## config.mk

```make
export PLATFORM = sky130hd
export DESIGN_NAME = cga_vram_arbiter_flat
export DESIGN_NICKNAME = d
export VERILOG_FILES = /design/src/rtl/cga_vram_arbiter_if.sv /design/src/rtl/cga_vram_arbiter.sv /design/src/flat_wrapper.sv
export SDC_FILE = /design/constraint.sdc
export NUM_CORES = 1
export LEC_CHECK = 0
export CAP_MARGIN = 10
export CORE_MARGIN = 1.5
export CORE_UTILIZATION = 44
export CTS_BUF_LIST = sky130_fd_sc_hd__clkbuf_8
export DETAILED_ROUTE_END_ITERATION = 8
export PLACE_DENSITY = 0.83
export SLEW_MARGIN = 15
export SYNTH_ARGS = -nofsm -noshare
export SYNTH_HDL_FRONTEND = slang
export SYNTH_SLANG_ARGS = --single-unit
```

## constraint.sdc

```tcl
create_clock -name clk -period 2.3 [get_ports clk]
set_input_delay 0.46 -clock clk [delete_from_list [all_inputs] [get_ports clk]]
set_output_delay 0.46 -clock clk [all_outputs]
set_load 0.03 [all_outputs]
```

## src/rtl/cga_vram_arbiter_if.sv

```systemverilog
// Bus bundle for cga_vram_arbiter: ISA memory side, sequencer slot, video fetch address and VRAM port.
interface cga_vram_arbiter_if;
  logic [19:0] bus_a;
  logic [7:0]  bus_d;
  logic        bus_memr_l;
  logic        bus_memw_l;
  logic        bus_aen;
  logic [7:0]  bus_out_mem;
  logic        bus_dir_mem;
  logic        bus_rdy;
  logic        isa_op_enable;
  logic [14:0] vid_a;
  logic [18:0] ram_a;
  logic [7:0]  ram_d;
  logic [7:0]  ram_dout;
  logic        ram_we_l;
  logic        timeout_p;

  modport master (
    output bus_a, bus_d, bus_memr_l, bus_memw_l, bus_aen, isa_op_enable, vid_a, ram_d,
    input  bus_out_mem, bus_dir_mem, bus_rdy, ram_a, ram_dout, ram_we_l, timeout_p
  );

  modport slave (
    input  bus_a, bus_d, bus_memr_l, bus_memw_l, bus_aen, isa_op_enable, vid_a, ram_d,
    output bus_out_mem, bus_dir_mem, bus_rdy, ram_a, ram_dout, ram_we_l, timeout_p
  );
endinterface

```

## src/rtl/cga_vram_arbiter.sv

```systemverilog
// Arbitrates one pending ISA access to the CGA window against video fetches on single-port VRAM.
// Optional CGA_SNOW_EN: CPU access is issued immediately, overriding video fetches (original snow).
module cga_vram_arbiter #(
  parameter logic [19:0] FRAMEBUFFER_ADDR = 20'hB8000,
  parameter logic [3:0]  RAM_BASE         = 4'b0001,
  parameter logic [7:0]  WAIT_TIMEOUT     = 8'd64
) (
  input logic                 clk,
  input logic                 reset_l,
  cga_vram_arbiter_if.slave   bus
);

  typedef enum logic [1:0] {IDLE, PEND, ACCESS, DONE} state_t;

  state_t      state;
  state_t      next_state;

  logic [1:0]  memr_sync;
  logic [1:0]  memw_sync;
  logic        memr_q;
  logic        memw_q;
  logic        memr_s;
  logic        memw_s;
  logic        memr_fall;
  logic        memw_fall;
  logic        decode_hit;
  logic        request;
  logic        timeout_hit;

  logic [14:0] lat_a;
  logic [7:0]  lat_d;
  logic        lat_rd;
  logic [7:0]  rd_data;
  logic        timeout_q;

  logic [18:0] ram_a_c;
  logic        ram_we_l_c;
  logic        bus_rdy_c;
  logic        bus_dir_c;

  // Strobes arrive asynchronously; a third flop gives the edge reference.
  always_ff @(posedge clk or negedge reset_l) begin
    if (!reset_l) begin
      memr_sync <= 2'b11;
      memw_sync <= 2'b11;
      memr_q    <= 1'b1;
      memw_q    <= 1'b1;
    end else begin
      memr_sync <= {memr_sync[0], bus.bus_memr_l};
      memw_sync <= {memw_sync[0], bus.bus_memw_l};
      memr_q    <= memr_sync[1];
      memw_q    <= memw_sync[1];
    end
  end

  assign memr_s     = memr_sync[1];
  assign memw_s     = memw_sync[1];
  assign memr_fall  = memr_q & ~memr_s;
  assign memw_fall  = memw_q & ~memw_s;
  assign decode_hit = (bus.bus_a[19:15] == FRAMEBUFFER_ADDR[19:15]);
  // A strobe edge only counts while the other strobe is idle, so both-low is never taken.
  assign request    = decode_hit & ~bus.bus_aen &
                      ((memr_fall & memw_s) | (memw_fall & memr_s));

`ifdef CGA_SNOW_EN
  assign timeout_hit = 1'b0;
`else
  logic [7:0] wait_cnt;

  assign timeout_hit = (state == PEND) && !bus.isa_op_enable && (wait_cnt == WAIT_TIMEOUT);

  always_ff @(posedge clk or negedge reset_l) begin
    if (!reset_l) begin
      wait_cnt <= 8'd0;
    end else if (state == PEND) begin
      wait_cnt <= wait_cnt + 8'd1;
    end else begin
      wait_cnt <= 8'd0;
    end
  end
`endif

  always_ff @(posedge clk or negedge reset_l) begin
    if (!reset_l) begin
      state <= IDLE;
    end else begin
      state <= next_state;
    end
  end

  always_comb begin
    next_state = state;
    case (state)
      IDLE:    if (request) next_state = PEND;
`ifdef CGA_SNOW_EN
      PEND:    next_state = ACCESS;
`else
      PEND: begin
        if (bus.isa_op_enable) begin
          next_state = ACCESS;
        end else if (wait_cnt == WAIT_TIMEOUT) begin
          next_state = DONE;
        end
      end
`endif
      ACCESS:  next_state = DONE;
      DONE:    if (memr_s && memw_s) next_state = IDLE;
      default: next_state = IDLE;
    endcase
  end

  // Request capture and read-data return; bus_out_mem only changes when a read completes.
  always_ff @(posedge clk or negedge reset_l) begin
    if (!reset_l) begin
      lat_a     <= 15'd0;
      lat_d     <= 8'h00;
      lat_rd    <= 1'b0;
      rd_data   <= 8'h00;
      timeout_q <= 1'b0;
    end else begin
      timeout_q <= timeout_hit;
      if (state == IDLE && request) begin
        lat_a  <= bus.bus_a[14:0];
        lat_d  <= bus.bus_d;
        lat_rd <= memr_fall;
      end
      if (state == ACCESS && lat_rd) begin
        rd_data <= bus.ram_d;
      end else if (timeout_hit && lat_rd) begin
        rd_data <= 8'hFF;
      end
    end
  end

  always_comb begin
    ram_a_c    = {RAM_BASE, bus.vid_a};
    ram_we_l_c = 1'b1;
    bus_rdy_c  = 1'b1;
    bus_dir_c  = 1'b0;
    case (state)
      PEND:   bus_rdy_c = 1'b0;
      ACCESS: begin
        bus_rdy_c  = 1'b0;
        ram_a_c    = {RAM_BASE, lat_a};
        ram_we_l_c = lat_rd;
      end
      DONE:   bus_dir_c = lat_rd & ~memr_s;
      default: ;
    endcase
  end

  assign bus.ram_a       = ram_a_c;
  assign bus.ram_we_l    = ram_we_l_c;
  assign bus.ram_dout    = lat_d;
  assign bus.bus_rdy     = bus_rdy_c;
  assign bus.bus_dir_mem = bus_dir_c;
  assign bus.bus_out_mem = rd_data;
  assign bus.timeout_p   = timeout_q;

endmodule

```

## src/flat_wrapper.sv

```systemverilog
// flat-port wrapper written by rule: the top's interface ports become plain ports
module cga_vram_arbiter_flat 
#(
  parameter logic [19:0] FRAMEBUFFER_ADDR = 20'hB8000,
  parameter logic [3:0]  RAM_BASE         = 4'b0001,
  parameter logic [7:0]  WAIT_TIMEOUT     = 8'd64
)
  (clk, reset_l, bus_bus_a, bus_bus_d, bus_bus_memr_l, bus_bus_memw_l, bus_bus_aen, bus_isa_op_enable, bus_vid_a, bus_ram_d, bus_bus_out_mem, bus_bus_dir_mem, bus_bus_rdy, bus_ram_a, bus_ram_dout, bus_ram_we_l, bus_timeout_p);
  cga_vram_arbiter_if bus_i ();
  input logic clk;
  input logic reset_l;
  input wire logic [$bits(bus_i.bus_a)-1:0] bus_bus_a;
  input wire logic [$bits(bus_i.bus_d)-1:0] bus_bus_d;
  input wire logic [$bits(bus_i.bus_memr_l)-1:0] bus_bus_memr_l;
  input wire logic [$bits(bus_i.bus_memw_l)-1:0] bus_bus_memw_l;
  input wire logic [$bits(bus_i.bus_aen)-1:0] bus_bus_aen;
  input wire logic [$bits(bus_i.isa_op_enable)-1:0] bus_isa_op_enable;
  input wire logic [$bits(bus_i.vid_a)-1:0] bus_vid_a;
  input wire logic [$bits(bus_i.ram_d)-1:0] bus_ram_d;
  output wire logic [$bits(bus_i.bus_out_mem)-1:0] bus_bus_out_mem;
  output wire logic [$bits(bus_i.bus_dir_mem)-1:0] bus_bus_dir_mem;
  output wire logic [$bits(bus_i.bus_rdy)-1:0] bus_bus_rdy;
  output wire logic [$bits(bus_i.ram_a)-1:0] bus_ram_a;
  output wire logic [$bits(bus_i.ram_dout)-1:0] bus_ram_dout;
  output wire logic [$bits(bus_i.ram_we_l)-1:0] bus_ram_we_l;
  output wire logic [$bits(bus_i.timeout_p)-1:0] bus_timeout_p;
  assign bus_i.bus_a = bus_bus_a;
  assign bus_i.bus_d = bus_bus_d;
  assign bus_i.bus_memr_l = bus_bus_memr_l;
  assign bus_i.bus_memw_l = bus_bus_memw_l;
  assign bus_i.bus_aen = bus_bus_aen;
  assign bus_i.isa_op_enable = bus_isa_op_enable;
  assign bus_i.vid_a = bus_vid_a;
  assign bus_i.ram_d = bus_ram_d;
  assign bus_bus_out_mem = bus_i.bus_out_mem;
  assign bus_bus_dir_mem = bus_i.bus_dir_mem;
  assign bus_bus_rdy = bus_i.bus_rdy;
  assign bus_ram_a = bus_i.ram_a;
  assign bus_ram_dout = bus_i.ram_dout;
  assign bus_ram_we_l = bus_i.ram_we_l;
  assign bus_timeout_p = bus_i.timeout_p;
  cga_vram_arbiter #(.FRAMEBUFFER_ADDR(FRAMEBUFFER_ADDR), .RAM_BASE(RAM_BASE), .WAIT_TIMEOUT(WAIT_TIMEOUT)) u_core (.clk(clk), .reset_l(reset_l), .bus(bus_i));
endmodule
```

==> results.md <==
* Status: finished clean
* TritonCTS clock tree: done
* R2R depth at 7
* Psw at ~1.1 mW
* Critical Path Max Stage Delay at 390 ps
* WL/cell at between 10 and 15 um
* Seq/Total Area, Yosys at 54.60%
* Post-Syn Area at about 0.0023 mm^2
* Setup tns final at 0 ps
* H-Tree Depth at 2
* CP arrival at around 1700 ps
* Io pins at 96
* Critical Path RT at 1840 ps
* DRT iter0 DRCs at 77
* Vias at ~1600
* Share of cells above drive strength 1 at about a third
* Clock tree buffer depth at 2
* Post-synth top area cell: dfrtp_1
* # port buffers at between 90 and 100
* CP max-delay cell: dfrtp_1
* DP Area at around 0.0033 mm^2
* Die span in x at about 75 um
* Diode count at 0
* Worst-Margin Slew at between 600 and 700 ps
* VDD IR-drop max at 0.6589 mV
* Clock skew at ~8.5 ps
* Internal at approximately 1.9 mW
* Synthesis warning total at 0
* Die area at between 0.005 and 0.006 mm^2
* # hold bufs at CTS at 0
* Critical Path Stages at 5
* Proportion of power drawn by the clock network at 17.9%
* Final Instance Area at between 0.003 and 0.004 mm^2
* First-pass GRT wire length at a little over 7 mm
* Synthesized flop and latch total at a little under 50
* Netlist cell types at 36
* Largest net degree at the start of global routing at 50
* Final min period at 2132 ps
* Period utilisation layout at between 90 and 100%
* Initial antenna violation count at 0
* Relative slew slack at between 50% and 60%
* Root Driver: clkbuf_8
* Residual DRC at 0
* Comb pwr share at a little under half
* Fmax at approximately 0.47 GHz
* Pwr Total at a little under 3 mW
* Min Hold Slack at 227.9 ps
* Hold Crit Class: in -> async
* Vias in the first global route at between 1500 and 2000
* Detailed Route WL at between 4 and 5 mm
* Total grt overflow at 0
* Clock buffer count from CTS at 5
* Sw frac at between 30% and 40%
* Synth area leaders: dfrtp_1, mux2_2, dfstp_2, ha_1, o22a_1
* Pwr/cell area at 907.6 mW/mm^2
* Final Max Slew Viols at 0
* Post-DP HPWL at 3.460 mm
* Critical path type: reg -> out
* Crit path max-delay family: buffers and inverters
* Via-to-Cell Ratio at 4.905
* Core box area at about 0.0048 mm^2
* Worst Path Buf+Inv at 3
* Setup violations, final at 0
* Row count at 25
* Pre-CTS WS at approximately 81 ps
* Max FO, Critical Path at 18
* Crit start category: flop
* Routed Antenna Nets at 0
* Nets at between 300 and 400
* Aggregate global-route resource usage at 17.35%
* Clock transition at path regs at 90 ps
* Gpl congestion at 0.7814
* Crit end category: output port
* Die Y at 74.67 um
* LEAKAGE at ~1.5 nW
* Share of the synthesized area in the top cell type at a little under half
* R2R setup slack at 490 ps
* Area grow syn2layout at 45.02%
* Max-capacitance violation count at 0
* Avg Cell Area, Syn at 14.04 um^2
* Post-Synthesis Cells at 161
* RSZ-0062 raised after global routing: false
* Post-CTS setup buffers at 0
* Clock sinks at between 40 and 50
* Final setup margin at 168.5 ps
* Power share of the sequential group at 36.2%
* Final core utilization at 67.59%
* Worst reg2reg startpoint: u_core.state[1]
* Beginning of the critical path: u_core.state[0]
* Fin cells at approximately 330
* Fillers at between 300 and 400
* End point of the critical path: bus_ram_a[9]
* Placed cell count at 319
* Worst-path cell chain: inv_1 > ha_1 > buf_12 > mux2_2 > buf_2
* Hold Vio Cnt, Final at 0
* R2R Path End: u_core.bus.bus_out_mem[3]
* Initial core utilization at between 40% and 50%
* Clk_lat worst skew at roughly 310 ps
* DR pass1 iterations at 4
-- synthesized netlist by cell type --
library cell	n
o2111ai_4	1
dfstp_2	6
mux2_2	37
and3_2	1
conb_1	2
ha_1	6
xnor2_1	4
buf_2	2
o22a_1	8
mux2i_1	1
a221oi_2	1
a21boi_0	1
mux2_4	2
dfrtp_1	43
o211a_1	1
and2_1	7
xor2_1	2
clkbuf_1	1
nor3_1	1
nor4b_4	1
a21oi_1	1
inv_1	5
nand3_2	1
nor3b_1	1
nand2b_1	1
nor2b_1	5
nand2_1	2
buf_6	2
o211ai_1	1
and3_1	1
buf_4	4
and4bb_2	1
nand3_1	4
nor2_1	2
a41oi_1	1
o22a_2	1
-- power by group through the flow --
stage	Clock (mW)	Combinational [mW]	Sequential (mW)
after floorplan	0	0.727	1.23
final	0.532	1.36	1.08
after global routing	0.581	1.46	1.10
after global placement	0	1.45	1.09
after detailed placement	0	1.48	1.09
after CTS	0.548	1.43	1.08
-- worst reg2reg max path, cell delays in order (launching register included) --
cell	delay [ps]
dfrtp_1	420
inv_1	130
ha_1	310
nor2b_1	310
a41oi_1	170
nor2b_1	130
buf_4	160
o22a_1	140
-- worst min-delay path by stage --
stage / endpoint / slack, ps / depth (start not counted)
3_3_place_gp: u_core.memr_sync[1] / 350 / 0
5_1_grt: u_core.bus.bus_out_mem[5] / 290 / 2
4_1_cts: u_core.wait_cnt[7] / 250 / 2
2_1_floorplan: u_core.bus.bus_out_mem[0] / 160 / 0
3_5_place_dp: u_core.memw_sync[1] / 350 / 0
6_report: u_core.wait_cnt[4] / 230 / 2
-- cell usage in the layout, fill, tap and decap left out, drive strengths merged --
| cell | Yosys | layout |
|---|---|---|
| nor3b | 1 | 1 |
| and3 | 2 | 2 |
| xor2 | 2 | 2 |
| nor2b | 5 | 5 |
| dlymetal6s2s | 0 | 1 |
| o211a | 1 | 1 |
| a21boi | 1 | 1 |
| clkbuf | 1 | 9 |
| xnor2 | 4 | 4 |
| dfstp | 6 | 6 |
| buf | 8 | 20 |
| o22a | 9 | 9 |
| clkinv | 0 | 2 |
| a41oi | 1 | 1 |
| dlygate4sd2 | 0 | 2 |
| nor2 | 2 | 2 |
| mux2 | 39 | 39 |
| o2111ai | 1 | 1 |
| ha | 6 | 6 |
| inv | 5 | 5 |
| conb | 2 | 4 |
| nand3 | 5 | 5 |
| and4bb | 1 | 1 |
| nand2b | 1 | 1 |
| nor3 | 1 | 1 |
| nand2 | 2 | 2 |
| clkdlybuf4s50 | 0 | 72 |
| a221oi | 1 | 1 |
| dfrtp | 43 | 43 |
| and2 | 7 | 7 |
| nor4b | 1 | 1 |
| mux2i | 1 | 1 |
| a21oi | 1 | 1 |
| o211ai | 1 | 1 |
-- state kept, by name, summed over array words and instances, names as in the netlist, 2 cells and up --
name / cells
u_core.memw_sync: 2
u_core.state: 2
u_core.bus.bus_out_mem: 8
u_core.bus.ram_dout: 8
u_core.memr_sync: 2
u_core.wait_cnt: 8
u_core.lat_a: 15
-- metal layers --
metal	vias to the layer above	part of all wire [%]	global-route usage [%]	routed length (um)
li1	753	-	-	-
met1	790	41	20.44	1930
met2	54	49	29.66	2321
met3	7	7.8	5.622	365
met4	0	1.6	6.667	75
met5	-	0	0	0
-- kinds of logic (layout without fill, tap and decap cells) --
group / after synthesis / in the layout / share of synthesized area (%)
compound gates: 16 / 16 / 7.088
xor+xnor: 6 / 6 / 2.326
fa+ha+maj: 6 / 6 / 3.322
buf+inv: 14 / 111 / 3.765
flops: 49 / 49 / 54.60
mux: 40 / 40 / 20.21
other cells: 2 / 4 / 0.3323
simple gates: 28 / 28 / 8.361
-- area by class of cell --
| class | count | area, um^2 | area share (%) |
|---|---|---|---|
| multi-input cells | 100 | 948.4 | 28.94 |
| clock buffers | 6 | 82.58 | 2.520 |
| inverters | 5 | 18.77 | 0.5727 |
| clock inverters | 2 | 13.76 | 0.4200 |
| well taps | 67 | 83.83 | 2.558 |
| repair buffers | 98 | 895.9 | 27.34 |
| flip-flops and latches | 49 | 1234 | 37.65 |
-- timing repair --
action | in CTS | in global routing
hold endpoints to repair | 0 | 0
endpoints found under the setup margin | 17 | 16
gates resized for setup | 44 | 28
No activity file was read; power rests on OpenSTA's default activity.
